**config.mk**
```make
export PLATFORM = sky130hd
export DESIGN_NAME = b_route_id_fifo_flat
export DESIGN_NICKNAME = d
export VERILOG_FILES = /design/src/rtl/b_route_id_fifo_pkg.sv /design/src/rtl/b_route_id_fifo_if.sv /design/src/rtl/b_route_id_fifo_id_ring_buf.sv /design/src/rtl/b_route_id_fifo.sv /design/src/flat_wrapper.sv
export SDC_FILE = /design/constraint.sdc
export NUM_CORES = 1
export LEC_CHECK = 0
export BUFFER_PORTS_ARGS = -buffer_cell sky130_fd_sc_hd__buf_2
export CAP_MARGIN = 40
export CORE_MARGIN = 1.5
export CORE_UTILIZATION = 50
export CTS_CLUSTER_SIZE = 20
export DETAILED_ROUTE_END_ITERATION = 12
export HOLD_SLACK_MARGIN = 0.12
export PLACE_DENSITY = 0.82
export SYNTH_ARGS = -nofsm -noshare
export SYNTH_HDL_FRONTEND = slang
export SYNTH_SLANG_ARGS = --single-unit
export TNS_END_PERCENT = 5
```
**constraint.sdc**
```tcl
create_clock -name clk -period 4.4 [get_ports clk]
set_input_delay 0.44 -clock clk [delete_from_list [all_inputs] [get_ports clk]]
set_output_delay 0.44 -clock clk [all_outputs]
set_load 0.02 [all_outputs]
```
**src/rtl/b_route_id_fifo_pkg.sv**
```systemverilog
// Shared interconnect package: ID-tracker width constants and one-hot/index helpers,
// used by both the B-side and the R-side routing trackers.
package b_route_id_fifo_pkg;

    localparam int DEF_NUM_MASTERS = 16;
    localparam int DEF_DEPTH       = 4;
    localparam int MID_W           = $clog2(DEF_NUM_MASTERS);
    localparam int CNT_W           = $clog2(DEF_DEPTH) + 1;

    // Helpers work on the widest supported bus; callers extend and truncate with casts.
    localparam int MAX_MASTERS = 64;
    localparam int MAX_MID_W   = 6;

    // Highest set bit wins, matching the dispatcher's multi-hot resolution; zero maps to 0.
    function automatic logic [MAX_MID_W-1:0] onehot_to_idx_hi(input logic [MAX_MASTERS-1:0] vec);
        logic [MAX_MID_W-1:0] idx;
        idx = {MAX_MID_W{1'b0}};
        for (int i = 0; i < MAX_MASTERS; i++) begin
            idx = vec[i] ? i[MAX_MID_W-1:0] : idx;
        end
        return idx;
    endfunction

    function automatic logic [MAX_MASTERS-1:0] idx_to_onehot(input logic [MAX_MID_W-1:0] idx);
        logic [MAX_MASTERS-1:0] vec;
        vec      = {MAX_MASTERS{1'b0}};
        vec[idx] = 1'b1;
        return vec;
    endfunction

endpackage

```
**src/rtl/b_route_id_fifo_if.sv**
```systemverilog
// Handshake and status bundle between the AW grant logic, the B dispatcher and the
// per-slave write-response routing tracker.
interface b_route_id_fifo_if
    import b_route_id_fifo_pkg::*;
#(
    parameter int NUM_MASTERS = DEF_NUM_MASTERS,
    parameter int DEPTH       = DEF_DEPTH
);

    logic [NUM_MASTERS-1:0]   aw_grant_i;
    logic                     aw_hs_i;
    logic                     b_hs_i;
    logic [NUM_MASTERS-1:0]   Master_ID_Selected_o;
    logic                     id_valid_o;
    logic                     full_o;
    logic [$clog2(DEPTH):0]   count_o;
    logic                     orphan_b_o;
    logic                     drop_aw_o;

    modport slave (
        input  aw_grant_i,
        input  aw_hs_i,
        input  b_hs_i,
        output Master_ID_Selected_o,
        output id_valid_o,
        output full_o,
        output count_o,
        output orphan_b_o,
        output drop_aw_o
    );

    modport master (
        output aw_grant_i,
        output aw_hs_i,
        output b_hs_i,
        input  Master_ID_Selected_o,
        input  id_valid_o,
        input  full_o,
        input  count_o,
        input  orphan_b_o,
        input  drop_aw_o
    );

endinterface

```
**src/rtl/b_route_id_fifo_id_ring_buf.sv**
```systemverilog
// Generic DEPTH x WIDTH circular buffer of master indices, shared by the B- and R-side
// trackers. Push while full is accepted only when a pop frees a slot in the same cycle.
module id_ring_buf
    import b_route_id_fifo_pkg::*;
#(
    parameter int DEPTH = DEF_DEPTH,
    parameter int WIDTH = MID_W
) (
    input  logic                   clk,
    input  logic                   rst_n,
    input  logic                   push_i,
    input  logic                   pop_i,
    input  logic [WIDTH-1:0]       wr_data_i,
    output logic [WIDTH-1:0]       rd_data_o,
    output logic [$clog2(DEPTH):0] count_o,
    output logic                   full_o,
    output logic                   empty_o
);

    localparam int PTR_W = $clog2(DEPTH);
    localparam int CW    = PTR_W + 1;
    localparam logic [CW-1:0]    FULL_CNT = CW'(DEPTH);
    localparam logic [CW-1:0]    CNT_ONE  = CW'(1'b1);
    localparam logic [PTR_W-1:0] PTR_ONE  = PTR_W'(1'b1);

    logic [WIDTH-1:0] mem_r [DEPTH];
    logic [PTR_W-1:0] wr_ptr_r;
    logic [PTR_W-1:0] rd_ptr_r;
    logic [CW-1:0]    count_r;
    logic [CW-1:0]    count_nxt_s;
    logic             push_s;
    logic             pop_s;

    assign full_o    = (count_r == FULL_CNT);
    assign empty_o   = (count_r == {CW{1'b0}});
    assign count_o   = count_r;
    assign rd_data_o = mem_r[rd_ptr_r];

    // Qualify the requests and work out the next occupancy.
    always_comb begin
        pop_s  = pop_i & ~empty_o;
        push_s = push_i & (~full_o | pop_s);
        case ({push_s, pop_s})
            2'b10:   count_nxt_s = count_r + CNT_ONE;
            2'b01:   count_nxt_s = count_r - CNT_ONE;
            default: count_nxt_s = count_r;
        endcase
    end

    // Pointer and occupancy registers; DEPTH is a power of two so pointers wrap naturally.
    always_ff @(posedge clk) begin
        if (!rst_n) begin
            wr_ptr_r <= {PTR_W{1'b0}};
            rd_ptr_r <= {PTR_W{1'b0}};
            count_r  <= {CW{1'b0}};
        end else begin
            if (push_s) begin
                wr_ptr_r <= wr_ptr_r + PTR_ONE;
            end
            if (pop_s) begin
                rd_ptr_r <= rd_ptr_r + PTR_ONE;
            end
            count_r <= count_nxt_s;
        end
    end

    // Entry storage; contents are meaningless outside the occupied window, so no reset.
    always_ff @(posedge clk) begin
        if (rst_n && push_s) begin
            mem_r[wr_ptr_r] <= wr_data_i;
        end
    end

endmodule

```
**src/rtl/b_route_id_fifo.sv**
```systemverilog
// Per-slave write-response routing tracker: remembers the owner of each accepted AW in
// order and presents the oldest owner one-hot to the B dispatcher until its B retires.
module b_route_id_fifo
    import b_route_id_fifo_pkg::*;
#(
    parameter int NUM_MASTERS = DEF_NUM_MASTERS,
    parameter int DEPTH       = DEF_DEPTH
) (
    input  logic             clk,
    input  logic             rst_n,
    b_route_id_fifo_if.slave b_if
);

    localparam int IDX_W = $clog2(NUM_MASTERS);
    localparam int CW    = $clog2(DEPTH) + 1;

    logic [IDX_W-1:0] push_idx_s;
    logic [IDX_W-1:0] head_idx_s;
    logic [CW-1:0]    count_s;
    logic             full_s;
    logic             empty_s;
    logic             pop_s;
    logic             orphan_r;
    logic             drop_r;

    id_ring_buf #(
        .DEPTH (DEPTH),
        .WIDTH (IDX_W)
    ) u_ring (
        .clk       (clk),
        .rst_n     (rst_n),
        .push_i    (b_if.aw_hs_i),
        .pop_i     (b_if.b_hs_i),
        .wr_data_i (push_idx_s),
        .rd_data_o (head_idx_s),
        .count_o   (count_s),
        .full_o    (full_s),
        .empty_o   (empty_s)
    );

    // Encode the grant on entry and decode the head back to one-hot for the dispatcher.
    always_comb begin
        push_idx_s = IDX_W'(onehot_to_idx_hi(MAX_MASTERS'(b_if.aw_grant_i)));
        pop_s      = b_if.b_hs_i & ~empty_s;
        if (empty_s) begin
            b_if.Master_ID_Selected_o = {NUM_MASTERS{1'b0}};
        end else begin
            b_if.Master_ID_Selected_o = NUM_MASTERS'(idx_to_onehot(MAX_MID_W'(head_idx_s)));
        end
        b_if.id_valid_o = ~empty_s;
        b_if.full_o     = full_s;
        b_if.count_o    = count_s;
        b_if.orphan_b_o = orphan_r;
        b_if.drop_aw_o  = drop_r;
    end

    // Protocol-error pulses, one cycle after the offending handshake; a pop frees the slot
    // for a same-cycle push, so that case is not a drop.
    always_ff @(posedge clk) begin
        if (!rst_n) begin
            orphan_r <= 1'b0;
            drop_r   <= 1'b0;
        end else begin
            orphan_r <= b_if.b_hs_i & empty_s;
            drop_r   <= b_if.aw_hs_i & full_s & ~pop_s;
        end
    end

endmodule

```
**src/flat_wrapper.sv**
```systemverilog
// flat-port wrapper written by rule: the top's interface ports become plain ports
module b_route_id_fifo_flat import b_route_id_fifo_pkg::*;
#(
    parameter int NUM_MASTERS = DEF_NUM_MASTERS,
    parameter int DEPTH       = DEF_DEPTH
)
  (clk, rst_n, b_if_aw_grant_i, b_if_aw_hs_i, b_if_b_hs_i, b_if_Master_ID_Selected_o, b_if_id_valid_o, b_if_full_o, b_if_count_o, b_if_orphan_b_o, b_if_drop_aw_o);
  b_route_id_fifo_if #(.NUM_MASTERS(NUM_MASTERS), .DEPTH(DEPTH)) b_if_i ();
  input  logic clk;
  input  logic rst_n;
  input wire logic [$bits(b_if_i.aw_grant_i)-1:0] b_if_aw_grant_i;
  input wire logic [$bits(b_if_i.aw_hs_i)-1:0] b_if_aw_hs_i;
  input wire logic [$bits(b_if_i.b_hs_i)-1:0] b_if_b_hs_i;
  output wire logic [$bits(b_if_i.Master_ID_Selected_o)-1:0] b_if_Master_ID_Selected_o;
  output wire logic [$bits(b_if_i.id_valid_o)-1:0] b_if_id_valid_o;
  output wire logic [$bits(b_if_i.full_o)-1:0] b_if_full_o;
  output wire logic [$bits(b_if_i.count_o)-1:0] b_if_count_o;
  output wire logic [$bits(b_if_i.orphan_b_o)-1:0] b_if_orphan_b_o;
  output wire logic [$bits(b_if_i.drop_aw_o)-1:0] b_if_drop_aw_o;
  assign b_if_i.aw_grant_i = b_if_aw_grant_i;
  assign b_if_i.aw_hs_i = b_if_aw_hs_i;
  assign b_if_i.b_hs_i = b_if_b_hs_i;
  assign b_if_Master_ID_Selected_o = b_if_i.Master_ID_Selected_o;
  assign b_if_id_valid_o = b_if_i.id_valid_o;
  assign b_if_full_o = b_if_i.full_o;
  assign b_if_count_o = b_if_i.count_o;
  assign b_if_orphan_b_o = b_if_i.orphan_b_o;
  assign b_if_drop_aw_o = b_if_i.drop_aw_o;
  b_route_id_fifo #(.NUM_MASTERS(NUM_MASTERS), .DEPTH(DEPTH)) u_core (.clk(clk), .rst_n(rst_n), .b_if(b_if_i));
endmodule
```
==> results_dict.tcl <==
set metrics [dict create \
    status "complete, no violations" \
    overflow 0 \
    port_buffers 41 \
    max_freq_ghz 0.354 \
    num_vias 1463 \
    drcViolationCount 0 \
    p_leak_nw 0.781 \
    hold_buffers 0 \
    final_cells 270 \
    synth_nets 212 \
    required_ps 3960 \
    drtPass1Iterations 4 \
    path_max_fanout 25 \
    relSlewSlack 0.469 \
    diodes 0 \
    postCtsSetupRepairBufs 0 \
    setup_viol 0 \
    start_util 0.520 \
    dpl_cell_area_um2 1950 \
    netlist.top_cell.by_area "edfxtp_1" \
    drive_above_1_share 0.232 \
    num_rows 21 \
    worstPathArrival_ps 2380 \
    die_x_um 61.7 \
    synth_cell_types 53 \
    dp.cells 266 \
    cts_max_level 1 \
    cts_buffers 3 \
    final_common_cell "buf_2" \
    drt_wl_total_mm 3.38 \
    grt_pass1_wl_mm 5.07 \
    synth_edf_count 16 \
    synthCells 187 \
    synth-seq-area-share 0.407 \
    fin_tns_setup_ps 0 \
    cts.path.max_buffers 2 \
    fin_nets 250 \
    cts_sinks 27 \
    ir_worst_vdd_v 0.000227 \
    fin_crit_sh 0.642 \
    hold_violations 0 \
    synth_flop_cell "edfxtp_1" \
    r2r_slack_ps 2030 \
    ys.warnings.count 0 \
    crit_type "register to primary output" \
    ant_nets 0 \
    r2r_cells 9 \
    grt_pass1_vias 1134 \
    viasPerCell 5.42 \
    powerDensity_nw_per_um2 296 \
    grt_max_degree 26 \
    cts_tree "yes" \
    worstSetupStartpointType "register" \
    synth.top_cell.area_share 0.279 \
    pin_count 43 \
    async_flop_share 0 \
    worstSetupEndpointType "primary output" \
    area_delta_synth_final_pct 14.6 \
    fin_skew_ps 10.7 \
    tightest_slew_ps 796 \
    cts_root_buf "clkbuf_4" \
    rsz0062_at_grt "no" \
    die-height_um 61.7 \
    grt.total_usage 0.180 \
    fillers 298 \
    maxCapViolations 0 \
    cts_resized 0 \
    netlist_area_um2 1720 \
    hold_path.class "input port to register" \
    regArea_um2 701 \
    gp_congestion 0.928 \
    synth_area_per_cell_um2 9.20 \
    drv_slew 0 \
    final_core_util 0.596 \
    r2r_end "u_core.u_ring.count_o[2]" \
    ys_ff_latch 27 \
    die_area_um2 3800 \
    final_cell_mix "buf_2 (41), nor2_1 (31), edfxtp_1 (16)" \
    fin_worst_hold_slack_ps 444 \
    layout_min_cycle_time_ps 2820 \
    synth_area_leaders "edfxtp_1 (28%), dfxtp_1 (13%), nor2_1 (6.8%), and2_1 (3.6%), mux2i_1 (3.5%)" \
    r2r-start "u_core.u_ring.count_o[0]" \
    dp_hpwl_mm 2.67 \
    fin_area_um2 1970 \
    cts.clk_slew.worst_paths_ps 130 \
    multi_input_area_um2 945 \
    coreArea_um2 3310 \
    endpoint "b_if_Master_ID_Selected_o[11]" \
    clk_latency_ps 310 \
    drt-initial-drc-count 83 \
    antenna_found_initial 0 \
    avgRoutedWirePerCell_um 12.5 \
]
-- worst min path at each step --
stage | start | to | cells past startpoint
after CTS | b_if_aw_hs_i | u_core.b_if.drop_aw_o | 3
after global routing | rst_n | u_core.u_ring.count_o[1] | 3
after detailed placement | u_core.u_ring.wr_ptr_r[1] | u_core.u_ring.wr_ptr_r[1] | 2
after floorplan | u_core.u_ring.wr_ptr_r[1] | u_core.u_ring.wr_ptr_r[1] | 2
after global placement | u_core.u_ring.wr_ptr_r[1] | u_core.u_ring.wr_ptr_r[1] | 2
final | rst_n | u_core.u_ring.count_o[1] | 3
-- state kept, by name, summed over array words and instances (netlist names), named ones only --
name and count:
u_core.b_if.drop_aw_o 1, u_core.b_if.orphan_b_o 1, u_core.u_ring.count_o 3, u_core.u_ring.mem_r 16
u_core.u_ring.rd_ptr_r 2, u_core.u_ring.wr_ptr_r 2
-- worst max-delay path, cell delays in order, from the launching register on --
cell and delay (ps):
dfxtp_1 860, mux2_2 450, nor4b_1 150, a31oi_1 350, nor2_1 90, buf_2 170
-- routing by layer --
| metal | GRT usage | vias up | share of wire |
|---|---|---|---|
| met5 | 0 | - | 0 |
| met4 | 0.0456 | 0 | 0.013 |
| li1 | - | 762 | - |
| met1 | 0.248 | 645 | 0.47 |
| met3 | 0.0189 | 6 | 0.046 |
| met2 | 0.302 | 50 | 0.47 |
-- metrics by stage --
stage,power [W],setup slack (ps)
2_1_floorplan,0.000440,2060
3_3_place_gp,0.000485,1950
3_5_place_dp,0.000489,1940
4_1_cts,0.000585,1580
5_1_grt,0.000619,1390
6_report,0.000584,1580
-- logic make-up (layout without fill, tap and decap cells) --
family	after synthesis	after routing	share of synthesized area
compound gates	42	42	0.178
xor+xnor	5	5	0.0255
fa+ha+maj	5	5	0.0407
buf+inv	18	55	0.0436
flops	27	27	0.407
mux	9	9	0.0545
simple gates	81	81	0.250
-- synthesized netlist by cell type (all sizes together) (2+ instances only) --
| master | number |
|---|---|
| a21oi | 4 |
| a221o | 3 |
| a31oi | 5 |
| and2 | 10 |
| buf | 4 |
| clkbuf | 4 |
| dfxtp | 11 |
| edfxtp | 16 |
| ha | 4 |
| inv | 10 |
| mux2 | 3 |
| mux2i | 6 |
| nand2 | 11 |
| nand2b | 6 |
| nand3 | 4 |
| nor2 | 31 |
| nor2b | 4 |
| nor4 | 5 |
| nor4b | 2 |
| o21ai | 10 |
| o221ai | 2 |
| o22ai | 2 |
| o32ai | 3 |
| xnor2 | 3 |
| xor2 | 2 |
-- area by class of cell --
cell class	count	share of cell area
Clock buffer	4	0.0133
Multi-Input combinational cell	142	0.479
Sequential cell	27	0.355
Timing Repair Buffer	41	0.104
Inverter	10	0.0190
Tap cell	46	0.0292
-- power by group --
| part | total, W | internal [W] | switching, W | leakage (nW) |
|---|---|---|---|---|
| clock network | 0.0000995 | 0.0000354 | 0.0000641 | 0.0150 |
| logic | 0.000175 | 0.0000709 | 0.000104 | 0.529 |
| registers | 0.000309 | 0.000283 | 0.0000259 | 0.237 |
| total | 0.000584 | 0.000390 | 0.000194 | 0.781 |
No activity file was read; power rests on OpenSTA's default activity.
